## src/rtl/router_pkg.sv

```systemverilog
// router_pkg
//   Shared definitions for the mesh endpoint: flit header layout helpers and
//   the TX handshake state enum.
//   - hdr_lsb : bit offset of the destination header inside a flit
//   - hdr_dst : extracts {dst_x, dst_y} from a flit, zero-extended
//   - ep_state_e : TX FSM states (IDLE, WAIT_ACK)
package router_pkg;

  // Widest flit / header the helpers accept; callers zero-extend into these.
  localparam int unsigned MAX_DATA_W = 256;
  localparam int unsigned MAX_HDR_W  = 32;

  typedef enum logic {
    IDLE     = 1'b0,
    WAIT_ACK = 1'b1
  } ep_state_e;

  // Header occupies the top 2*coord_w bits; dst_x is the upper field.
  function automatic int unsigned hdr_lsb(input int unsigned data_w,
                                          input int unsigned coord_w);
    return data_w - 2 * coord_w;
  endfunction

  function automatic logic [MAX_HDR_W-1:0] hdr_dst(input logic [MAX_DATA_W-1:0] flit,
                                                   input int unsigned data_w,
                                                   input int unsigned coord_w);
    logic [MAX_DATA_W-1:0] shifted;
    shifted = flit >> hdr_lsb(data_w, coord_w);
    return shifted[MAX_HDR_W-1:0] &
           ((MAX_HDR_W'(1) << (2 * coord_w)) - MAX_HDR_W'(1));
  endfunction

endpackage

```

## src/rtl/endpoint_fifo.sv

```systemverilog
// endpoint_fifo
//   Synchronous first-word-fall-through FIFO.
//   Ports: clk, rst_n (async active-low), push_i/wdata_i (write side),
//          pop_i/rdata_o (read side, rdata_o = head, 0 when empty),
//          full_o, empty_o.
//   Push into a full FIFO and pop from an empty one are ignored. A push is
//   visible at the head only on the following cycle.
module endpoint_fifo #(
  parameter int unsigned WIDTH = 32,
  parameter int unsigned DEPTH = 4
) (
  input  logic             clk,
  input  logic             rst_n,
  input  logic             push_i,
  input  logic [WIDTH-1:0] wdata_i,
  input  logic             pop_i,
  output logic [WIDTH-1:0] rdata_o,
  output logic             full_o,
  output logic             empty_o
);

  localparam int unsigned AW = $clog2(DEPTH);
  localparam int unsigned PW = AW + 1;

  logic [WIDTH-1:0] mem_q [DEPTH];
  logic [PW-1:0]    wr_ptr_q, rd_ptr_q;
  logic             push_en, pop_en;

  // Extra pointer MSB distinguishes full (wrapped once) from empty.
  assign full_o  = (wr_ptr_q[AW] != rd_ptr_q[AW]) &&
                   (wr_ptr_q[AW-1:0] == rd_ptr_q[AW-1:0]);
  assign empty_o = (wr_ptr_q == rd_ptr_q);
  assign push_en = push_i && !full_o;
  assign pop_en  = pop_i && !empty_o;

  assign rdata_o = empty_o ? '0 : mem_q[rd_ptr_q[AW-1:0]];

  always_ff @(posedge clk or negedge rst_n) begin
    if (!rst_n) begin
      wr_ptr_q <= '0;
      rd_ptr_q <= '0;
    end else begin
      // NOTE: non-blocking assignments keep every flop sampling pre-edge values.
      if (push_en) wr_ptr_q <= wr_ptr_q + PW'(1);
      if (pop_en)  rd_ptr_q <= rd_ptr_q + PW'(1);
    end
  end

  // NOTE: storage is not reset; empty entries are never observed because the
  // head output is forced to zero while the FIFO is empty.
  always_ff @(posedge clk) begin
    if (push_en) mem_q[wr_ptr_q[AW-1:0]] <= wdata_i;
  end

endmodule

```

## src/rtl/noc_endpoint.sv

```systemverilog
// noc_endpoint
//   Processor-side network interface between a local valid/ready stream and a
//   two-phase (toggle) req/ack router port.
//   Ports:
//     tx_valid/tx_ready/tx_data          local injection stream
//     net_out_req/net_out_ack/net_out_data  toggle handshake toward the router
//     net_in_req/net_in_ack/net_in_data     toggle handshake from the router
//     rx_valid/rx_ready/rx_data          local ejection stream (FWFT)
//     rx_misroute                        1-cycle pulse on header mismatch
//     tx_count/rx_count                  wrapping traffic counters
module noc_endpoint
  import router_pkg::*;
#(
  parameter int unsigned DATA_W      = 32,
  parameter int unsigned COORD_W     = 2,
  parameter int unsigned MY_X        = 0,
  parameter int unsigned MY_Y        = 0,
  parameter int unsigned FIFO_DEPTH  = 4,
  parameter int unsigned SYNC_STAGES = 2,
  parameter int unsigned COUNT_W     = 16
) (
  input  logic               clk,
  input  logic               rst_n,
  input  logic               tx_valid,
  output logic               tx_ready,
  input  logic [DATA_W-1:0]  tx_data,
  output logic               net_out_req,
  input  logic               net_out_ack,
  output logic [DATA_W-1:0]  net_out_data,
  input  logic               net_in_req,
  output logic               net_in_ack,
  input  logic [DATA_W-1:0]  net_in_data,
  output logic               rx_valid,
  input  logic               rx_ready,
  output logic [DATA_W-1:0]  rx_data,
  output logic               rx_misroute,
  output logic [COUNT_W-1:0] tx_count,
  output logic [COUNT_W-1:0] rx_count
);

  localparam logic [2*COORD_W-1:0] MY_HDR = {COORD_W'(MY_X), COORD_W'(MY_Y)};

  // ---------------- injection path ----------------
  logic              inj_full, inj_empty, inj_pop;
  logic [DATA_W-1:0] inj_head;

  endpoint_fifo #(.WIDTH(DATA_W), .DEPTH(FIFO_DEPTH)) u_inj_fifo (
    .clk     (clk),
    .rst_n   (rst_n),
    .push_i  (tx_valid && !inj_full),
    .wdata_i (tx_data),
    .pop_i   (inj_pop),
    .rdata_o (inj_head),
    .full_o  (inj_full),
    .empty_o (inj_empty)
  );

  assign tx_ready = !inj_full;

  logic [SYNC_STAGES-1:0] ack_sync_q;
  logic                   ack_s;
  ep_state_e              state_q;
  logic                   out_req_q;
  logic [DATA_W-1:0]      out_data_q;
  logic [COUNT_W-1:0]     tx_count_q;

  assign ack_s   = ack_sync_q[SYNC_STAGES-1];
  // Transfer completes once the synchronized ack has caught up with req.
  assign inj_pop = (state_q == WAIT_ACK) && (ack_s == out_req_q);

  always_ff @(posedge clk or negedge rst_n) begin
    if (!rst_n) begin
      ack_sync_q <= '0;
      state_q    <= IDLE;
      out_req_q  <= 1'b0;
      out_data_q <= '0;
      tx_count_q <= '0;
    end else begin
      ack_sync_q <= {ack_sync_q[SYNC_STAGES-2:0], net_out_ack};
      case (state_q)
        IDLE: begin
          if (!inj_empty) begin
            out_data_q <= inj_head;
            out_req_q  <= ~out_req_q;
            state_q    <= WAIT_ACK;
          end
        end
        WAIT_ACK: begin
          if (inj_pop) begin
            tx_count_q <= tx_count_q + COUNT_W'(1);
            state_q    <= IDLE;
          end
        end
        default: state_q <= IDLE;
      endcase
    end
  end

  assign net_out_req  = out_req_q;
  assign net_out_data = out_data_q;
  assign tx_count     = tx_count_q;

  // ---------------- ejection path ----------------
  logic [SYNC_STAGES-1:0] req_sync_q;
  logic                   in_ack_q;
  logic                   misroute_q;
  logic [COUNT_W-1:0]     rx_count_q;
  logic                   ej_full, ej_empty;
  logic                   rx_pending, rx_accept, hdr_mismatch;

  // A new req phase is pending until our ack toggles to match it.
  assign rx_pending   = (req_sync_q[SYNC_STAGES-1] != in_ack_q);
  assign rx_accept    = rx_pending && !ej_full;
  assign hdr_mismatch = hdr_dst(MAX_DATA_W'(net_in_data), DATA_W, COORD_W)
                        != MAX_HDR_W'(MY_HDR);

  endpoint_fifo #(.WIDTH(DATA_W), .DEPTH(FIFO_DEPTH)) u_ej_fifo (
    .clk     (clk),
    .rst_n   (rst_n),
    .push_i  (rx_accept),
    .wdata_i (net_in_data),
    .pop_i   (rx_ready),
    .rdata_o (rx_data),
    .full_o  (ej_full),
    .empty_o (ej_empty)
  );

  always_ff @(posedge clk or negedge rst_n) begin
    if (!rst_n) begin
      req_sync_q <= '0;
      in_ack_q   <= 1'b0;
      misroute_q <= 1'b0;
      rx_count_q <= '0;
    end else begin
      req_sync_q <= {req_sync_q[SYNC_STAGES-2:0], net_in_req};
      misroute_q <= rx_accept && hdr_mismatch;
      if (rx_accept) begin
        in_ack_q   <= ~in_ack_q;
        rx_count_q <= rx_count_q + COUNT_W'(1);
      end
    end
  end

  assign rx_valid    = !ej_empty;
  assign net_in_ack  = in_ack_q;
  assign rx_misroute = misroute_q;
  assign rx_count    = rx_count_q;

endmodule
```

## config.mk

```make
export PLATFORM = sky130hd
export DESIGN_NAME = noc_endpoint
export DESIGN_NICKNAME = d
export VERILOG_FILES = /design/src/rtl/router_pkg.sv /design/src/rtl/endpoint_fifo.sv /design/src/rtl/noc_endpoint.sv
export SDC_FILE = /design/constraint.sdc
export NUM_CORES = 1
export LEC_CHECK = 0
export CAP_MARGIN = 10
export CORE_AREA = 3 3 155 157
export DETAILED_ROUTE_END_ITERATION = 6
export DIE_AREA = 0 0 158 160
export PLACE_DENSITY = 0.82
export SETUP_SLACK_MARGIN = 0.3
export SYNTH_ARGS = -nofsm -noshare
export SYNTH_HDL_FRONTEND = slang
export SYNTH_SLANG_ARGS = --single-unit
```

## constraint.sdc

```tcl
create_clock -name clk -period 7.37 [get_ports clk]
set_input_delay 0.737 -clock clk [delete_from_list [all_inputs] [get_ports clk]]
set_output_delay 0.737 -clock clk [all_outputs]
set_load 0.05 [all_outputs]
```

==> results of run 1 <==
-- placed cells by master, fill, tap and decap left out, types with 4 or more instances in the layout --
master and count:
edfxtp_1 256, clkdlybuf4s50_1 169, dfrtp_1 81, mux4_2 43, and2_1 37, clkbuf_16 35
mux2_4 29, xnor2_1 27, mux4_1 21, xor2_1 15, nand3_1 13, nand2_1 13
nand4_1 12, ha_1 12, buf_4 10, inv_1 8, nor2_1 7, clkinv_1 7
and3_1 6, clkinv_2 6, nor3_1 5, and2_2 4, mux2_2 4, mux2_1 4
inv_6 4, clkbuf_1 4
-- per-stage QoR --
stage	util	total power, W	setup slack (ns)
final	0.725	0.00831	3.39
after floorplan	-	0.00560	4.61
after global placement	0.675	0.00652	4.12
after detailed placement	0.675	0.00664	3.90
after CTS	0.725	0.00840	3.30
after global routing	0.725	0.00867	3.18
-- final timing paths --
check / end / slack (ns) / cells after the start
max in group asynchronous: u_inj_fifo.rd_ptr_q[1] / 6.07 / 2
hold / removal: rx_count[15] / 0.17 / 1
min in group clk: req_sync_q[1] / 0.35 / 0
hold reg to reg: req_sync_q[1] / 0.35 / 0
setup reg to reg: u_inj_fifo.mem_q[3][9] / 4.66 / 3
setup / recovery: rx_data[13] / 3.39 / 4
-- routing by layer --
layer	global-route usage	wire, um	vias to the layer above
met3	0.0558	1820	52
met1	0.270	10000	3411
met2	0.349	13300	237
met4	0.0598	591	2
li1	-	-	2907
met5	0	12	-
-- report_power, final --
group / leakage [nW] / switching [W] / internal, W
registers: 3.38 / 0.000286 / 0.00266
logic: 2.00 / 0.00217 / 0.00146
clock network: 0.561 / 0.000704 / 0.00101
-- state kept, by name (all words and copies together), names as in the netlist --
signal,cells
u_ej_fifo.mem_q,128
u_inj_fifo.mem_q,128
net_out_data,32
rx_count,16
tx_count,16
u_ej_fifo.rd_ptr_q,3
u_ej_fifo.wr_ptr_q,3
u_inj_fifo.rd_ptr_q,3
u_inj_fifo.wr_ptr_q,3
ack_sync_q,2
req_sync_q,2
net_in_ack,1
net_out_req,1
rx_misroute,1
state_q,1
-- cell type report --
| class | count | area [sq um] | share of cell area |
|---|---|---|---|
| Inverter | 8 | 30.0 | 0.00183 |
| Sequential cell | 340 | 9790 | 0.596 |
| Timing Repair Buffer | 179 | 1770 | 0.108 |
| Clock buffer | 42 | 932 | 0.0568 |
| Multi-Input combinational cell | 270 | 3340 | 0.204 |
| Clock inverter | 22 | 199 | 0.0121 |
| Tap cell | 285 | 357 | 0.0217 |
-- cell families after synthesis --
| group | share of synthesized area |
|---|---|
| compound gates | 0.00412 |
| buf+inv | 0.0182 |
| mux | 0.153 |
| xor+xnor | 0.0353 |
| flops | 0.732 |
| simple gates | 0.0459 |
| fa+ha+maj | 0.0112 |
==> results.sh, run 1 <==
export IMPL_yosysTopAreaCellShare=0.575
export IMPL_via_per_inst=5.77
export IMPL_r2r_start="u_inj_fifo.rd_ptr_q[1]"
export IMPL_clk_insertion_delay_late_ns=0.51
export IMPL_synth_common_cells="edfxtp_1, dfrtp_1, mux4_2, and2_1, mux2_4"
export IMPL_cts_max_level=2
export IMPL_antenna_cells=0
export IMPL_overflow=0
export IMPL_wl_per_cell_um=22.5
export IMPL_rsz0062_at_grt="no"
export IMPL_num_rows=55
export IMPL_nets=916
export IMPL_crit_buf_inv=1
export IMPL_drt_wl_total_mm=25.8
export IMPL_period_minus_slack_ns=3.98
export IMPL_ioPinCount=171
export IMPL_fin_crit_sh=0.540
export IMPL_nFillCells=1311
export IMPL_fmax_ghz=0.251
export IMPL_ant_nets=0
export IMPL_cts_sinks=340
export IMPL_cts_root_buffer="clkbuf_16"
export IMPL_dpl_cell_area_sq_mm=0.0153
export IMPL_grt_max_degree=52
export IMPL_worstSetupEndpointType="output port"
export IMPL_crit_type="flop to output port"
export IMPL_required_ns=6.63
export IMPL_path_cells="xnor2_2, nand3b_1, and2_1, clkdlybuf4s50_1"
export IMPL_synth_distinct_cells=37
export IMPL_slew_headroom=0.251
export IMPL_worst_pin_slew_ns=1.12
export IMPL_gr_usage_all_layers=0.208
export IMPL_synth_area_per_cell_sq_um=20.8
export IMPL_syn_to_final_growth_pct=22.8
export IMPL_cp_arrival_ns=3.24
export IMPL_die_x_um=158
export IMPL_cap_violations=0
export IMPL_tns_ns=0
export IMPL_ys_warn_count=0
export IMPL_drc=0
export IMPL_post_route_cells_drive_above_1_share=0.180
export IMPL_vias=6609
export IMPL_cp_startpoint="u_ej_fifo.wr_ptr_q[0]"
export IMPL_synthArstFlopShare=0.247
export IMPL_numCtsBuffers=35
export IMPL_cts_tree="yes"
export IMPL_synth_edff_count=256
export IMPL_placedCellCount=1082
export IMPL_ys_flop_type="edfxtp_1"
export IMPL_yosysTopAreaCell="edfxtp_1"
export IMPL_initialDrtViolationCount=514
export IMPL_antenna_found_initial=1
export IMPL_grt_pass1_vias=7172
export IMPL_synth_seq_cells=340
export IMPL_synth_area_top_cells="edfxtp_1, dfrtp_1, mux4_2, mux4_1, mux2_4"
export IMPL_hpwl_mm=15.6
export IMPL_die_area_sq_mm=0.0253
export IMPL_syn_num_nets=726
export IMPL_powerDensity_mw_per_mm2=506
export IMPL_grt_first_pass_wirelength_mm=40.5
export IMPL_cts_hold_buffers_added=0
export IMPL_seq_area_frac_synth=0.732
export IMPL_slew_violations=0
export IMPL_cts_buffer_depth=3
export IMPL_final_cells=1146
export IMPL_cpLargestDelayFamily="simple AND/OR/NAND/NOR gates"
export IMPL_core_area_sq_mm=0.0226
export IMPL_syn_area_sq_mm=0.0134
export IMPL_numPortBuffers=170
export IMPL_ir_worst_vdd_v=0.000355
export IMPL_path_clk_slew_ns=0.06
export IMPL_cp_slowest_stage_delay_ns=0.82
export IMPL_worst_hold_slack_ns=0.172
export IMPL_post_cts_setup_buffers=0
export IMPL_cts_resized=0
export IMPL_finClkSkew_ns=0.0137
export IMPL_firstDrtPassIters=4
export IMPL_finalHoldViolCount=0
export IMPL_hp_class="input pin to asynchronous set/reset pin"
export IMPL_synth_most_common_cell="edfxtp_1"
export IMPL_status="finished clean"
export IMPL_routabilityCongestion=0.800
export IMPL_critPathSlowestCell="nand3b_1"
export IMPL_setup_violations_final=0
export IMPL_p_leak_nw=5.93
export IMPL_initial_core_util=0.591
export IMPL_crit_fanout=35
export IMPL_synthCells=644
export IMPL_dieHeight_um=160
export IMPL_start_kind="flop"
export IMPL_stdcell_area_sq_mm=0.0164
Note: power is estimated with default switching activity, not from simulation.
==> run 2: changes to the inputs <==
- CORE_AREA: 3 3 155 157 -> 3 3 168 170
- DIE_AREA: 0 0 158 160 -> 0 0 171 173
- PLACE_DENSITY: 0.82 -> 0.74
- clock period: 7.37 -> 3.23 ns (I/O delays scaled with it)
==> results.sh, run 2 (synthesized netlist as in run 1, its figures left out) <==
export IMPL_status="finished clean"
export IMPL_antenna_cells=0
export IMPL_grt_first_pass_wirelength_mm=37.6
export IMPL_cp_arrival_ns=2.29
export IMPL_fin_crit_sh=0.809
export IMPL_crit_fanout=29
export IMPL_slew_violations=0
export IMPL_top_usage_layer="met2"
export IMPL_clk_insertion_delay_late_ns=0.51
export IMPL_fmax_ghz=0.383
export IMPL_hpwl_mm=14.7
export IMPL_period_minus_slack_ns=2.61
export IMPL_overflow=0
export IMPL_powerDensity_mw_per_mm2=1150
export IMPL_start_kind="flop"
export IMPL_required_ns=2.91
export IMPL_use_met2=0.265
export IMPL_dieHeight_um=173
export IMPL_nets=927
export IMPL_num_rows=60
export IMPL_cts_resized=0
export IMPL_core_area_sq_mm=0.0269
export IMPL_die_area_sq_mm=0.0296
export IMPL_finClkSkew_ns=0.0185
export IMPL_path_clk_slew_ns=0.06
export IMPL_cts_max_level=2
export IMPL_gr_usage_all_layers=0.163
export IMPL_wl_per_cell_um=19.8
export IMPL_numCtsBuffers=36
export IMPL_slew_headroom=0.411
export IMPL_grtUsageMet1=0.213
export IMPL_ioPinCount=171
export IMPL_grtUsageMet3=0.0542
export IMPL_cap_violations=0
export IMPL_hp_class="input pin to flop"
export IMPL_firstDrtPassIters=6
export IMPL_grt_pass1_vias=6686
export IMPL_worstSetupEndpointType="output port"
export IMPL_cts_tree="yes"
export IMPL_vias=6340
export IMPL_nFillCells=1897
export IMPL_die_x_um=171
export IMPL_routabilityCongestion=0.756
export IMPL_r2r_start="u_ej_fifo.rd_ptr_q[0]"
export IMPL_cts_buffer_depth=3
export IMPL_cp_startpoint="u_ej_fifo.rd_ptr_q[0]"
export IMPL_initial_core_util=0.497
export IMPL_via_per_inst=5.22
export IMPL_post_route_cells_drive_above_1_share=0.233
export IMPL_worst_pin_slew_ns=0.883
export IMPL_finalHoldViolCount=0
export IMPL_rsz0062_at_grt="no"
export IMPL_post_cts_setup_buffers=0
export IMPL_grt_max_degree=66
export IMPL_cts_sinks=340
export IMPL_ir_worst_vdd_v=0.000763
export IMPL_finalPower_w=0.0190
export IMPL_antenna_found_initial=2
export IMPL_drc=0
export IMPL_tns_ns=0
export IMPL_dpl_cell_area_sq_mm=0.0154
export IMPL_initialDrtViolationCount=451
export IMPL_layout_commonest_cell="edfxtp_1"
export IMPL_hold_path_startpoint="net_out_ack"
export IMPL_drt_wl_total_mm=24.0
export IMPL_stdcell_area_sq_mm=0.0166
export IMPL_crit_type="flop to output port"
export IMPL_cts_root_buffer="clkbuf_16"
export IMPL_mostFrequentLayoutCells="edfxtp_1, clkdlybuf4s50_1, dfrtp_1"
export IMPL_ant_nets=0
export IMPL_setup_violations_final=0
export IMPL_syn_to_final_growth_pct=24.2
export IMPL_p_leak_nw=6.07
export IMPL_numPortBuffers=170
export IMPL_cts_hold_buffers_added=1
==> run 2: cell types whose count changed in the layout (fill, tap and decap cells not counted) <==
cell / before / now
clkinv_2: 6 / 9
clkbuf_16: 35 / 37
and2_1: 37 / 38
dfrtp_1: 81 / 82
buf_4: 10 / 49
bufinv_16: 3 / 4
and2_2: 4 / 3
dfrtp_2: 3 / 2
clkinvlp_2: 0 / 2
clkbuf_1: 4 / 2
dlygate4sd3_1: 0 / 1
buf_12: 0 / 3
clkdlybuf4s50_1: 169 / 136
clkinv_1: 7 / 3
==> run 2: worst paths after layout <==
path | cells after the start | endpoint | slack [ns]
setup / recovery | 4 | rx_data[18] | 0.62
hold / removal | 1 | ack_sync_q[0] | 0.27
setup reg to reg | 5 | u_ej_fifo.mem_q[2][12] | 1.02
hold reg to reg | 0 | req_sync_q[1] | 0.35
max in group asynchronous | 3 | rx_count[15] | 2.05
min in group asynchronous | 2 | net_out_data[13] | 0.47
==> run 2: routing by layer <==
layer | vias to the layer above | routed length, um
met4 | 4 | 480
met5 | - | 23
li1 | 2937 | -
met1 | 3176 | 10100
met3 | 47 | 1880
met2 | 176 | 11600
==> run 2: power by group <==
group          internal [W]  switching [W]
registers           0.00607       0.000559
logic               0.00329        0.00498
clock network       0.00250        0.00162
==> run 2: critical path, stage by stage (launching register included) <==
cell     delay, ns
dfrtp_2       0.54
buf_12        0.29
mux4_2        0.56
and2_1        0.19
buf_4         0.19
==> run 2: per-stage QoR <==
stage / utilization / hold WS (ns) / worst slack (ns) / std cells
3_5_place_dp: 0.572 / 0.339 / 0.982 / 1147
3_3_place_gp: 0.572 / 0.335 / 1.04 / 1147
4_1_cts: 0.618 / 0.250 / 0.554 / 1214
5_1_grt: 0.618 / 0.254 / 0.488 / 1214
6_report: 0.618 / 0.269 / 0.616 / 1214
2_1_floorplan: - / 0.0274 / 0.788 / 644
==> run 2: cell type report <==
type,instances,area (sq um),share of cell area
Multi-Input combinational cell,270,3340,0.201
Inverter,8,30.0,0.00181
Sequential cell,340,9790,0.590
Clock inverter,24,239,0.0144
Tap cell,341,427,0.0257
Timing Repair Buffer,189,1800,0.108
Clock buffer,42,975,0.0587
